[config.mk]
export PLATFORM = sky130hd
export DESIGN_NAME = sprite_ram_loader
export DESIGN_NICKNAME = d
export VERILOG_FILES = /design/src/rtl/sprite_ram_loader.sv
export SDC_FILE = /design/constraint.sdc
export NUM_CORES = 1
export LEC_CHECK = 0
export ABC_AREA = 1
export CAP_MARGIN = 25
export CELL_PAD_IN_SITES_DETAIL_PLACEMENT = 0
export CELL_PAD_IN_SITES_GLOBAL_PLACEMENT = 2
export CORE_MARGIN = 2
export CORE_UTILIZATION = 34
export CTS_BUF_LIST = sky130_fd_sc_hd__clkbuf_8 sky130_fd_sc_hd__clkbuf_16
export DETAILED_ROUTE_END_ITERATION = 10
export PLACE_DENSITY_LB_ADDON = 0.1
export SLEW_MARGIN = 20
export SYNTH_ARGS = -nofsm -noshare
export SYNTH_HDL_FRONTEND = slang
export SYNTH_SLANG_ARGS = --single-unit
[constraint.sdc]
create_clock -name pixel_clk_in -period 4 [get_ports pixel_clk_in]
set_input_delay 1.2 -clock pixel_clk_in [delete_from_list [all_inputs] [get_ports pixel_clk_in]]
set_output_delay 1.2 -clock pixel_clk_in [all_outputs]
set_load 0.02 [all_outputs]
[src/rtl/sprite_ram_loader.sv]
// sprite_ram_loader
//   Parses a byte stream of load packets and produces write strobes for the
//   8-bit sprite image-index RAM and the 24-bit palette RAM.
//   Packet: A5, TYPE (01 palette / 02 image), ADDR_HI, ADDR_LO, CNT_HI,
//   CNT_LO, payload (N bytes for image, 3*N bytes R,G,B for palette).
//
// Ports
//   pixel_clk_in   clock, rising edge
//   rst_in         synchronous active-high reset
//   byte_in        stream byte
//   byte_valid_in  byte_in valid this cycle (no backpressure)
//   img_we_out     image RAM write strobe
//   img_addr_out   image RAM write address
//   img_data_out   image RAM write data
//   pal_we_out     palette RAM write strobe
//   pal_addr_out   palette RAM write address
//   pal_data_out   palette RAM write data {R,G,B}
//   busy_out       high while a packet is being parsed
//   done_out       one-cycle pulse, packet completed
//   error_out      one-cycle pulse, packet aborted
//
// State table
//   S_IDLE    | hunting for the A5 sync byte
//   S_TYPE    | expecting packet type
//   S_ADDR_HI | expecting start address high byte
//   S_ADDR_LO | expecting start address low byte, range check
//   S_CNT_HI  | expecting entry count high byte
//   S_CNT_LO  | expecting entry count low byte, N=0 finishes here
//   S_PAYLOAD | consuming payload bytes, issuing writes

module sprite_ram_loader #(
  parameter int IMG_DEPTH      = 4096,
  parameter int PAL_DEPTH      = 256,
  parameter int TIMEOUT_CYCLES = 1000000
) (
  input  logic                         pixel_clk_in,
  input  logic                         rst_in,
  input  logic [7:0]                   byte_in,
  input  logic                         byte_valid_in,
  output logic                         img_we_out,
  output logic [$clog2(IMG_DEPTH)-1:0] img_addr_out,
  output logic [7:0]                   img_data_out,
  output logic                         pal_we_out,
  output logic [$clog2(PAL_DEPTH)-1:0] pal_addr_out,
  output logic [23:0]                  pal_data_out,
  output logic                         busy_out,
  output logic                         done_out,
  output logic                         error_out
);

  localparam int IAW = $clog2(IMG_DEPTH);
  localparam int PAW = $clog2(PAL_DEPTH);
  localparam int TW  = (TIMEOUT_CYCLES > 1) ? $clog2(TIMEOUT_CYCLES) : 1;
  localparam logic [TW-1:0] TMO_LOAD = TW'(TIMEOUT_CYCLES - 1);
  localparam logic [16:0]   IMG_LIM  = 17'(IMG_DEPTH);
  localparam logic [16:0]   PAL_LIM  = 17'(PAL_DEPTH);

  typedef enum logic [2:0] {
    S_IDLE, S_TYPE, S_ADDR_HI, S_ADDR_LO, S_CNT_HI, S_CNT_LO, S_PAYLOAD
  } state_t;

  state_t state, state_next;

  logic          is_pal;
  logic [7:0]    addr_hi;
  logic [7:0]    cnt_hi;
  logic [15:0]   cur_addr;
  logic [15:0]   remaining;
  logic [1:0]    phase;
  logic [15:0]   rg;
  logic [TW-1:0] tmo_cnt;

  logic [15:0] start_addr;
  logic [15:0] count_val;
  logic        addr_ok;
  logic        timeout;
  logic        unit_done;
  logic        last_unit;

  logic img_we_d, pal_we_d, done_d, error_d;

  assign start_addr = {addr_hi, byte_in};
  assign count_val  = {cnt_hi, byte_in};
  assign addr_ok    = is_pal ? ({1'b0, start_addr} < PAL_LIM)
                             : ({1'b0, start_addr} < IMG_LIM);
  // Timeout only fires on a cycle without a byte, so it can never collide
  // with a byte-driven done or error.
  assign timeout    = (state != S_IDLE) && !byte_valid_in && (tmo_cnt == '0);
  // A payload byte completes an entry: every byte for image, every B for palette.
  assign unit_done  = byte_valid_in && (state == S_PAYLOAD) &&
                      (!is_pal || (phase == 2'd2));
  assign last_unit  = (remaining == 16'd1);

  // State register
  always_ff @(posedge pixel_clk_in) begin
    if (rst_in) state <= S_IDLE;
    else        state <= state_next;
  end

  // Next-state logic
  always_comb begin
    state_next = state;
    if (timeout) begin
      state_next = S_IDLE;
    end else if (byte_valid_in) begin
      case (state)
        S_IDLE:    if (byte_in == 8'hA5) state_next = S_TYPE;
        S_TYPE:    state_next = (byte_in == 8'h01 || byte_in == 8'h02) ? S_ADDR_HI : S_IDLE;
        S_ADDR_HI: state_next = S_ADDR_LO;
        S_ADDR_LO: state_next = addr_ok ? S_CNT_HI : S_IDLE;
        S_CNT_HI:  state_next = S_CNT_LO;
        S_CNT_LO:  state_next = (count_val == 16'd0) ? S_IDLE : S_PAYLOAD;
        S_PAYLOAD: if (unit_done && last_unit) state_next = S_IDLE;
        default:   state_next = S_IDLE;
      endcase
    end
  end

  // Output decode: values the output registers take on the next edge
  always_comb begin
    img_we_d = unit_done && !is_pal;
    pal_we_d = unit_done && is_pal;
    done_d   = (unit_done && last_unit) ||
               (byte_valid_in && (state == S_CNT_LO) && (count_val == 16'd0));
    error_d  = timeout ||
               (byte_valid_in && (state == S_TYPE) &&
                (byte_in != 8'h01) && (byte_in != 8'h02)) ||
               (byte_valid_in && (state == S_ADDR_LO) && !addr_ok);
  end

  assign busy_out = (state != S_IDLE);

  // Datapath and registered outputs
  always_ff @(posedge pixel_clk_in) begin
    if (rst_in) begin
      img_we_out   <= 1'b0;
      img_addr_out <= '0;
      img_data_out <= '0;
      pal_we_out   <= 1'b0;
      pal_addr_out <= '0;
      pal_data_out <= '0;
      done_out     <= 1'b0;
      error_out    <= 1'b0;
      is_pal       <= 1'b0;
      addr_hi      <= '0;
      cnt_hi       <= '0;
      cur_addr     <= '0;
      remaining    <= '0;
      phase        <= '0;
      rg           <= '0;
      tmo_cnt      <= TMO_LOAD;
    end else begin
      img_we_out <= img_we_d;
      pal_we_out <= pal_we_d;
      done_out   <= done_d;
      error_out  <= error_d;

      if (img_we_d) begin
        img_addr_out <= cur_addr[IAW-1:0];
        img_data_out <= byte_in;
      end
      if (pal_we_d) begin
        pal_addr_out <= cur_addr[PAW-1:0];
        pal_data_out <= {rg, byte_in};
      end

      if ((state == S_IDLE) || byte_valid_in) tmo_cnt <= TMO_LOAD;
      else if (tmo_cnt != '0)                 tmo_cnt <= tmo_cnt - 1'b1;

      if (byte_valid_in) begin
        case (state)
          S_TYPE:    is_pal   <= (byte_in == 8'h01);
          S_ADDR_HI: addr_hi  <= byte_in;
          S_ADDR_LO: cur_addr <= start_addr;
          S_CNT_HI:  cnt_hi   <= byte_in;
          S_CNT_LO: begin
            remaining <= count_val;
            phase     <= 2'd0;  // a new packet never inherits a partial triple
          end
          S_PAYLOAD: begin
            rg    <= {rg[7:0], byte_in};
            phase <= (phase == 2'd2) ? 2'd0 : phase + 2'd1;
            if (unit_done) begin
              cur_addr  <= cur_addr + 16'd1;
              remaining <= remaining - 16'd1;
            end
          end
          default: ;
        endcase
      end
    end
  end

endmodule

# After elaboration in Yosys (flattened, before gate mapping)
# Index checks and enable logic that the tools add are counted.
dict set report op_classes {
  add_sub_neg 4
  n_lt_le_gt_ge 2
  n_eq_ne 16
  muxes 13
  n_reduce_logical 40
}
# cell count
set op_table {}
lappend op_table {{16-bit case mux with 2 select lines} 2}
lappend op_table {{16-bit 2-to-1 mux} 2}
lappend op_table {{3-bit case mux with 7 select lines} 1}
lappend op_table {{20-bit logical NOT} 1}
lappend op_table {{20-bit nonzero test} 1}
lappend op_table {{20-bit by 1-bit subtractor with 20-bit output (second input constant)} 1}
lappend op_table {{16-bit by 1-bit adder with 16-bit output (second input constant)} 1}
lappend op_table {{16-bit by 1-bit == test with 1-bit output (second input constant)} 1}
lappend op_table {{16-bit logical NOT} 1}
lappend op_table {{16-bit by 13-bit less-than comparator with 1-bit output (second input constant)} 1}
lappend op_table {{16-bit by 9-bit less-than comparator with 1-bit output (second input constant)} 1}
lappend op_table {{16-bit by 1-bit subtractor with 16-bit output (second input constant)} 1}
lappend op_table {{1-bit logical AND} 14}
lappend op_table {{3-bit 2-to-1 mux} 4}
lappend op_table {{2-bit AND reduction} 5}
lappend op_table {{3-bit == test (second input constant)} 3}
lappend op_table {{3-bit AND reduction} 3}
lappend op_table {{8-bit by 1-bit == test with 1-bit output (second input constant)} 1}
lappend op_table {{8-bit by 2-bit == test with 1-bit output (second input constant)} 1}
lappend op_table {{8-bit == test (second input constant)} 1}
lappend op_table {{8-bit by 1-bit inequality test with 1-bit output (second input constant)} 1}
lappend op_table {{8-bit by 2-bit inequality test with 1-bit output (second input constant)} 1}
lappend op_table {{3-bit by 2-bit == test with 1-bit output (second input constant)} 2}
lappend op_table {{1-bit logical OR} 6}
lappend op_table {{13 further kinds} 19}
dict set report word_totals {
  regBits 146
  input_bits 11
  out_inout_bits 57
  elab_cells 92
}

# Logic depth before layout (Yosys ltp)
dict set report depth {
  word_depth 6
  depth_mapped 11
  depth_no_buf 11
}

# Worst setup path before layout
# OpenSTA, ideal clock, no wires.
dict set report synth_timing {
  kind {in2reg}
  startpoint {in byte_valid_in}
  endpoint {reg cur_addr[7]}
  setup_time_ps 117
  arrival_ps 2176
  required_ps 3883
  path_slack_ps 1707
  cell_stages 7
  n_path_buf 2
  cell_sequence {buf_2 inv_1 o21ai_2 nand2_2 buf_4 nor3_2 nor2_1}
}
dict set report synth_between {
  elab_chain_len 4
}
# element line
set synth_lines {}
lappend synth_lines {{start: declaration} 39} ;# input logic byte_valid_in,
lappend synth_lines {{1-bit logical AND (2 in a row)} 90} ;# assign unit_done = byte_valid_in && (state == S_PAYLOAD) &&
lappend synth_lines {{2-bit inequality test (no line)} --}
lappend synth_lines {{3-bit AND reduction (no line) (*)} --}
lappend synth_lines {{end signal: assignment} 174} ;# S_ADDR_LO: cur_addr <= start_addr;
lappend synth_lines {{end signal: assignment} 184} ;# cur_addr <= cur_addr + 16'd1;
lappend synth_lines {{end: declaration} 67} ;# logic [15:0] cur_addr;
# Every way passes the cells marked *; elsewhere a longest branch is shown, timed or not.
# A chain may end at the register's enable or synchronous reset.

# Final worst setup path
dict set report layout_timing {
  startpoint {reg state[0]}
  endpoint {out busy_out}
}
dict set report layout_between {
  elab_chain_len 1
}
# element line
set layout_lines {}
lappend layout_lines {{start: declaration} 62} ;# state_t state, state_next;
lappend layout_lines {{start signal: assignment} 97} ;# else state <= state_next;
lappend layout_lines {{3-bit nonzero test} 131} ;# assign busy_out = (state != S_IDLE);
lappend layout_lines {{end: declaration} 46} ;# output logic busy_out,
# No other way between the ends.

==> out/qor.txt <==
Ratio of final minimum period to clock period -> 0.813
Fin. Hold Viols -> 0
GP Congestion -> 0.847
R2r setup slk -> 1.71 ns
Site row count -> 50
Clock transition at path regs -> 0.07 ns
Max cap viols -> 0
ANT nets after route -> 0
Leak Pwr -> 2.93 nW
Synth top cells by count -> nand2_1, dfxtp_1, a21oi_1
Finished Layout Cells -> 1203
Number of hold buffers added after cts -> 0
CP Capture Type -> output port
Post-CTS setup buffer count -> 0
Final instance area -> 0.00785 sq mm
Number of I/O pins -> 68
Detailed Place HPWL -> 13500 um
Required time of the critical path -> 2.80 ns
Placeable Area -> 0.0186 sq mm
DR vias -> 6042
Slowest library cell on the worst path -> clkdlybuf4s50_1
CTS buffer count -> 17
Post-Syn Nets -> 919
CP arrival -> 2.05 ns
Setup_tns -> 0 ns
Critical path class -> flop to output port
Tightest Pin Transition -> 0.827 ns
Pre-antenna DRT Iters -> 5
Die Area -> 0.0199 sq mm
Vias per cell -> 5.02
Vias in the first global route -> 5890
Hold Crit Class -> flop to flop
Worst path max stage delay -> 0.54 ns
Worst Setup SP -> state[0]$_SDFFE_PP0P_
CP endpoint -> busy_out
Multi-input gate area -> 0.00307 sq mm
Drt drc -> 0
Internal power -> 2.39 mW
Yosys top cell by area -> dfxtp_1
CTS tree -> done
Max-slew violations -> 0
Clock power share -> 0.526
Origin of the critical flop-to-flop path -> tmo_cnt[0]$_SDFFE_PP1P_
Yosys cell types -> 39
First-pass GRT wire length -> 31100 um
# placed instances -> 1171
#FFs+latches synth -> 142
Placed cell areas -> 0.00724 sq mm
Post-Synthesis Cells -> 903
Net Sw Frac -> 0.237
Tot GR Track Use -> 0.198
Critical R2R Capture -> state[0]$_SDFFE_PP0P_
Pre-CTS setup slack -> 0.727 ns
Critical-path cell list -> inv_1 > nand2_1 > nor2_1 > inv_1 > clkdlybuf4s50_1
Initial antenna violation count -> 0
Number of synthesized flops with an enable pin -> 0
Layout cells sized above 1 -> 0.0691
Fmax -> 308 MHz
Async set-reset flop share out of synthesis -> 0
RSZ-0062 raised after global routing -> false
Max-slew headroom -> 0.446
Root buf cell -> clkbuf_16
Die Y -> 141 um
Psw -> 0.744 mW
CP Depth -> 5
Most common cell in the netlist -> nand2_1
Top post-synthesis cells by area -> dfxtp_1, nand2_1, a21oi_1
Outcome -> complete, no violations
Largest net degree at the start of global routing -> 67
Die W -> 141 um
FF/Latch Area -> 0.00284 sq mm
Max clock buf depth -> 2
Finish-stage setup viols -> 0
Initial core utilization -> 0.344
Min Tclk post-route -> 3.25 ns
# fillers -> 1936
DRT iter0 DRCs -> 376
Final wirelength -> 19100 um
Tot Pwr -> 3.13 mW
Post-Route Utilization -> 0.422
Predominant post-synthesis flop cell -> dfxtp_1
H-tree depth -> 4
Worst Slack Setup Final -> 0.748 ns
Growth of design area from synthesis to finish -> 22.8%
# resized after CTS -> 0
Cell mode on critical path -> inv_1
Clk_lat worst skew -> 0.43 ns
Remaining Overflow, GRT -> 0
Synth warnings -> 0
Mapped Area -> 0.00639 sq mm
TritonCTS Sinks -> 142
Clock Skew -> 0.0100 ns
I/O Buffers -> 67
CP Max Fanout -> 7
Nets -> 972
Routed wire per std cell -> 15.8 um
Crit path buf inv count -> 3
Reg power frac -> 0.451
VDD IR max -> 0.306 mV
PwrDens -> 400 mW/mm^2
Inserted Diodes -> 0
Worst reg-to-reg path cell count -> 9
Top delay family on crit path -> buffers and inverters
Avg Cell Area, Syn -> 7.07 sq um
Setup crit start kind -> flop
Final hold slack -> 0.461 ns
Synth top area share -> 0.445
Comb pwr share -> 0.023
Sequential-to-total area share from yosys stat -> 0.445
==> routing by layer <==
layer / GRT usage / up-vias / part of all wire
met4: 0.0679 / 0 / 0.014
met3: 0.0326 / 19 / 0.035
met5: 0 / - / 0
met2: 0.303 / 122 / 0.43
met1: 0.285 / 2806 / 0.52
li1: - / 3095 / -
==> tightest hold or removal path: stages, from the launching register on <==
cell and delay [ns]:
dfxtp_1 0.31, nand2_1 0.06, a21oi_1 0.05
==> cells by family after synthesis <==
family | share of synthesized area
AOI/OAI and AO/OA | 0.172
xor gates and xnor gates | 0.0233
adders and majority gates | 0.00980
buffers and inverters | 0.0746
DFF | 0.445
and+or+nand+nor | 0.275
==> power by group through the flow <==
| stage | clock network, mW | logic (mW) | registers, mW |
|---|---|---|---|
| final | 1.65 | 0.0715 | 1.41 |
| after global routing | 1.75 | 0.0781 | 1.41 |
| after CTS | 1.68 | 0.0722 | 1.41 |
| after detailed placement | 0 | 0.0722 | 1.45 |
| after global placement | 0 | 0.0725 | 1.45 |
| after floorplan | 0 | 0.0354 | 1.45 |
==> flip-flops by register name, indices dropped and copies added (netlist names) <==
name          cells
img_data_out      8
addr_hi           8
cnt_hi            8
phase             2
cur_addr         12
error_out         1
done_out          1
pal_we_out        1
img_we_out        1
img_addr_out     12
remaining        16
tmo_cnt          20
is_pal            1
rg               16
pal_addr_out      8
state             3
pal_data_out     24
==> worst min-delay path by stage <==
| stage | startpoint | end | slack, ns | depth (start not counted) |
|---|---|---|---|---|
| 2_1_floorplan | cnt_hi[1]$_SDFFE_PP0P_ | cnt_hi[1]$_SDFFE_PP0P_ | 0.44 | 2 |
| 3_3_place_gp | pal_data_out[18]$_SDFFE_PP0P_ | pal_data_out[18]$_SDFFE_PP0P_ | 0.45 | 2 |
| 3_5_place_dp | pal_data_out[15]$_SDFFE_PP0P_ | pal_data_out[15]$_SDFFE_PP0P_ | 0.45 | 2 |
| 4_1_cts | pal_data_out[18]$_SDFFE_PP0P_ | pal_data_out[18]$_SDFFE_PP0P_ | 0.46 | 2 |
| 5_1_grt | pal_data_out[3]$_SDFFE_PP0P_ | pal_data_out[3]$_SDFFE_PP0P_ | 0.48 | 2 |
| 6_report | pal_data_out[20]$_SDFFE_PP0P_ | pal_data_out[20]$_SDFFE_PP0P_ | 0.46 | 2 |
==> cell type report <==
type | count | share of cell area
multi-input cells | 643 | 0.391
flip-flops and latches | 142 | 0.362
repair buffers | 77 | 0.0960
clock buffers | 18 | 0.0560
well taps | 234 | 0.0373
inverters | 75 | 0.0359
clock inverters | 14 | 0.0215
==> layout by cell type, fill, tap and decap left out, types with 14 or more instances in the layout <==
cell type,n
inv_1,67
dfxtp_1,142
nor2_1,107
nand2_1,189
nand3_1,77
a21oi_1,112
o21ai_0,72
clkbuf_16,17
clkdlybuf4s50_1,66
nor3_1,14
(Power assumes the default switching activity.)
==> RTL edit 1 (config.mk and constraints unchanged) <==
Set the parameter `IMG_DEPTH` to 8192 (it was 4096).
--- a/src/rtl/sprite_ram_loader.sv
+++ b/src/rtl/sprite_ram_loader.sv
@@ -29,7 +29,7 @@
 //   S_PAYLOAD | consuming payload bytes, issuing writes
 
 module sprite_ram_loader #(
-  parameter int IMG_DEPTH      = 4096,
+  parameter int IMG_DEPTH      = 8192,
   parameter int PAL_DEPTH      = 256,
   parameter int TIMEOUT_CYCLES = 1000000
 ) (
Ports: changed (resized img_addr_out); port bits go from 68 to 69. The function was not compared with the original's and may differ.
==> RTL edit 1 against the original RTL <==
  * First-iteration DRC count decreased by 8.8%
  * Worst setup slack improved by 230 ps
  * Fmax increased by 7.5%
  * Total power increased by 0.70%
  * Synthesized area increased by 4.1%
  * Final area increased by 3.1%
  * Utilization decreased by 0.38 points
  * Sequential cell count increased by 2
  * Routed wire length increased by 6.2%
==> RTL edit 1: results (changes against the original RTL) <==
Critical path
The endpoint arrival time on the critical path is 1830 ps (-220 ps). The slowest stage of the critical path is the sky130_fd_sc_hd__clkdlybuf4s50_1 cell. The startpoint of the lowest-slack register-to-register path is state[2]$_SDFFE_PP0P_. The maximum fanout count along the critical path is 6 (-1).

Pwr
The maximum VDD drop is 0.251 mV (-18%). The leakage power of the design is 3.12 nW (+6.3%). The switching part of the total power came to 24.3% (+0.52 points).

Clock tree
The level count of the clock H-tree is 4 (unchanged).

Global route
The total routing usage reported by global routing is 20.2% (+0.35 points). The via count of the first global-routing pass is 5,943 (+0.90%). The largest net degree at the start of global routing is 69 (+3.0%).

Place
The worst setup timing slack at the placement stage is 613 ps (-114 ps). The total instance count after detailed placement is 1,250 (+6.7%). The instance area after placement is 7500 um2 (+3.6%). The number of port buffers is 68 (+1.5%). The half-perimeter wire length after placement is 13,900 um (+2.8%).

Run status
The flow ran to the end, and the final reports show no timing, DRC or antenna violations.

Finish
The proportion of layout cells with a drive suffix above 1 was 5.81% (-1.1 points). The number of nets in the layout is 1,020 (+4.9%).

Yosys
By area the synthesized netlist is led by sky130_fd_sc_hd__dfxtp_1, sky130_fd_sc_hd__nand2_1, sky130_fd_sc_hd__a21oi_1. The sequential area share after synthesis is 43.4% (-1.1 points). The mean post-synth cell area is 6.95 um2 (-1.7%). Ranked by instance count, the synthesized netlist is headed by sky130_fd_sc_hd__nand2_1, sky130_fd_sc_hd__dfxtp_1, sky130_fd_sc_hd__a21oi_1. The count of distinct cell types in the synthesized netlist is 34 (-13%).

Drt
The total wire length is 20,200 um (+6.2%). The DRC marker count from the first detailed-route iteration came to 343 (-8.8%). The count of vias placed by the detailed router is 6,275 (+3.9%). The detailed-router iteration count before antenna repair was 4 (-1).

Min path
The startpoint of the tightest hold check path is pal_data_out[18]$_SDFFE_PP0P_.

Timing
The worst setup skew after layout is 12.0 ps (+1.98 ps). The worst slew margin relative to its limit is 47.5% (+2.8 points).
## RTL edit 1: cell types whose count changed after synthesis, moves of 4 or more
cell	before	now
sky130_fd_sc_hd__a21oi_1	112	117
sky130_fd_sc_hd__buf_4	1	6
sky130_fd_sc_hd__inv_1	67	71
sky130_fd_sc_hd__nand2_1	189	210
sky130_fd_sc_hd__nand3_1	77	103
sky130_fd_sc_hd__nor2_1	107	112
sky130_fd_sc_hd__o21ai_0	72	66
## RTL edit 1: logic make-up (layout without fill, tap and decap cells)
| group | count (synthesis) | after routing | share of synthesized area, % |
|---|---|---|---|
| compound gates | 198 | 198 | 15.4 |
| xor+xnor | 19 | 19 | 2.50 |
| fa+ha+maj | 5 | 5 | 0.941 |
| buf+inv | 127 | 187 | 8.06 |
| flops | 144 | 144 | 43.4 |
| simple gates | 463 | 463 | 29.7 |
## RTL edit 1: metal layers
| layer | GRT usage (%) | part of all wire (%) | vias up |
|---|---|---|---|
| met1 | 28.7 | 51 | 2926 |
| met3 | 5.26 | 4.6 | 14 |
| met2 | 30.6 | 44 | 96 |
| li1 | - | - | 3239 |
| met5 | 0 | 0 | - |
| met4 | 4.59 | 0.77 | 0 |
## RTL edit 1: cell type report
type	instances	area (um2)
well taps	265	332
flip-flops and latches	144	2880
inverters	77	289
repair buffers	79	758
multi-input cells	685	3230
clock buffers	17	425
fillers	2054	11200
clock inverters	14	169
## RTL edit 1: worst paths after layout
check	end	slack, ps	cells past startpoint
min	pal_data_out[18]$_SDFFE_PP0P_	460	2
max	busy_out	970	5
min reg2reg	pal_data_out[18]$_SDFFE_PP0P_	460	2
max reg2reg	img_data_out[0]$_SDFFE_PP0P_	1830	5
## RTL edit 1: critical path: cells and delay by family (launching register included)
family	cells	cell delay, ps
simple gates	2	300
buf+inv	3	740
flops	1	360
## RTL edit 1: power groups by stage
stage / Clock (mW) / Sequential [mW] / Combinational (mW)
after global routing: 1.75 / 1.43 / 0.0802
final: 1.65 / 1.43 / 0.0732
after CTS: 1.69 / 1.43 / 0.0738
after floorplan: 0 / 1.47 / 0.0357
after global placement: 0 / 1.47 / 0.0747
after detailed placement: 0 / 1.47 / 0.0739
==> RTL edit 2 (config.mk and constraints unchanged) <==
Made on the original files. The output `img_we_out` loses its register stage (`img_we_out` becomes a continuous assignment).
--- a/src/rtl/sprite_ram_loader.sv
+++ b/src/rtl/sprite_ram_loader.sv
@@ -133,7 +133,6 @@
   // Datapath and registered outputs
   always_ff @(posedge pixel_clk_in) begin
     if (rst_in) begin
-      img_we_out   <= 1'b0;
       img_addr_out <= '0;
       img_data_out <= '0;
       pal_we_out   <= 1'b0;
@@ -150,7 +149,6 @@
       rg           <= '0;
       tmo_cnt      <= TMO_LOAD;
     end else begin
-      img_we_out <= img_we_d;
       pal_we_out <= pal_we_d;
       done_out   <= done_d;
       error_out  <= error_d;
@@ -191,5 +189,7 @@
     end
   end
 
+  assign img_we_out = img_we_d;
+
 endmodule
 
Behaviour: not the same (a bounded check fails within 10 cycles, from zero or initial values and one cycle with rst_in high).
==> RTL edit 2 against the original RTL <==
  * Worst setup slack worse by 590 ps
  * Synthesized area is 2.4% higher
  * Via count is 3.9% higher
  * Sequential cell count is 1 lower
  * Routed wire length is 2.0% higher
  * Die area is 2.3% higher
  * Total power is 4.5% lower
  * Final area is 0.62% higher
  * Largest cell class unchanged
  * Highest routed layer unchanged
==> RTL edit 2: results (changes against the original RTL) <==
Run status
The run finished with clean final reports.

Global route
The largest net degree at the start of global routing was 78 (+16%). The via count of the first global-routing pass is 5,883 (-0.12%). The met1 global-route usage is 28.2% (-0.23 points). The global-route wire length before repair came to 31,200 um (+0.20%). The global routing usage on met2 is 30.1% (-0.18 points).

Place
The total instance count after detailed placement is 1,195 (+2.0%). The half-perimeter wire length after placement is 13,200 um (-1.9%). The worst setup timing slack at the placement stage is 143 ps (-585 ps).

Finish
The proportion of layout cells with a drive suffix above 1 is 6.65% (-0.27 points). The count of fill cells added during filler insertion came to 1,964 (+1.4%). The area occupied by registers is 2820 um2 (-0.70%). The number of nets in the layout is 996 (+2.5%).

Yosys
The synthesized net count is 948 (+3.2%). The xor/xnor share of the synthesized area came to 2.01% (-0.32 points). The mean post-synth cell area was 7.02 um2 (-0.80%).

In the synthesized netlist, the cells that appear most often are sky130_fd_sc_hd__nand2_1, sky130_fd_sc_hd__dfxtp_1, sky130_fd_sc_hd__nor2_1. The count of distinct cell types in the synthesized netlist is 36 (-7.7%). The sequential area share after synthesis was 43.2% (-1.3 points). The area share of fa/ha/maj cells after synthesis is 0.957% (-0.023 points).

Pwr
The maximum VDD drop is 0.281 mV (-8.3%). The cell internal power dissipation is 2.29 mW (-4.1%).

Drt
The DRC marker count from the first detailed-route iteration was 401 (+6.6%). The total wire length is 19,400 um (+2.0%). The average detailed-routed wire length per instance is 15.8 um (about the same). The met2 routed wirelength was 8660 um (+5.1%).

Critical path
The endpoint arrival time on the critical path was 2640 ps (+590 ps). The maximum fanout count along the critical path is 2 (-5).
## RTL edit 2: changes by cell type in the layout (fill, tap and decap cells not counted), moves of 4 or more
cell,unedited run,this run
sky130_fd_sc_hd__a211oi_2,1,6
sky130_fd_sc_hd__a21oi_1,112,117
sky130_fd_sc_hd__clkinv_2,0,4
sky130_fd_sc_hd__inv_6,7,2
sky130_fd_sc_hd__nand3_1,77,98
sky130_fd_sc_hd__nor2_1,107,123
sky130_fd_sc_hd__o21ai_0,72,55
## RTL edit 2: cell type report
class / instances / share of cell area, %
Multi-Input combinational cell: 670 / 40.5
Clock buffer: 18 / 5.56
Timing Repair Buffer: 79 / 9.57
Clock inverter: 14 / 1.52
Inverter: 71 / 3.38
Tap cell: 234 / 3.71
Sequential cell: 141 / 35.8
## RTL edit 2: path summary, 6_finish.rpt
kind / start / end / slack, ps
max: byte_valid_in / img_we_out / 160
min: pal_data_out[18]$_SDFFE_PP0P_ / pal_data_out[18]$_SDFFE_PP0P_ / 460
max reg2reg: is_pal$_SDFFE_PP0N_ / remaining[5]$_SDFFE_PP0P_ / 1600
min reg2reg: pal_data_out[18]$_SDFFE_PP0P_ / pal_data_out[18]$_SDFFE_PP0P_ / 460
## RTL edit 2: power by group through the flow
stage               Sequential [mW]  Clock, mW  Combinational (mW)
CTS                            1.40       1.55              0.0754
detailed placement             1.44          0              0.0751
global placement               1.44          0              0.0751
finish                         1.40       1.51              0.0744
floorplan                      1.44          0              0.0400
global route                   1.40       1.61              0.0809
## RTL edit 2: cells by family after synthesis
| group | Yosys count |
|---|---|
| and+or+nand+nor | 449 |
| AOI/OAI and AO/OA | 201 |
| DFF | 141 |
| buffers and inverters | 121 |
| xor gates and xnor gates | 15 |
| adders and majority gates | 5 |
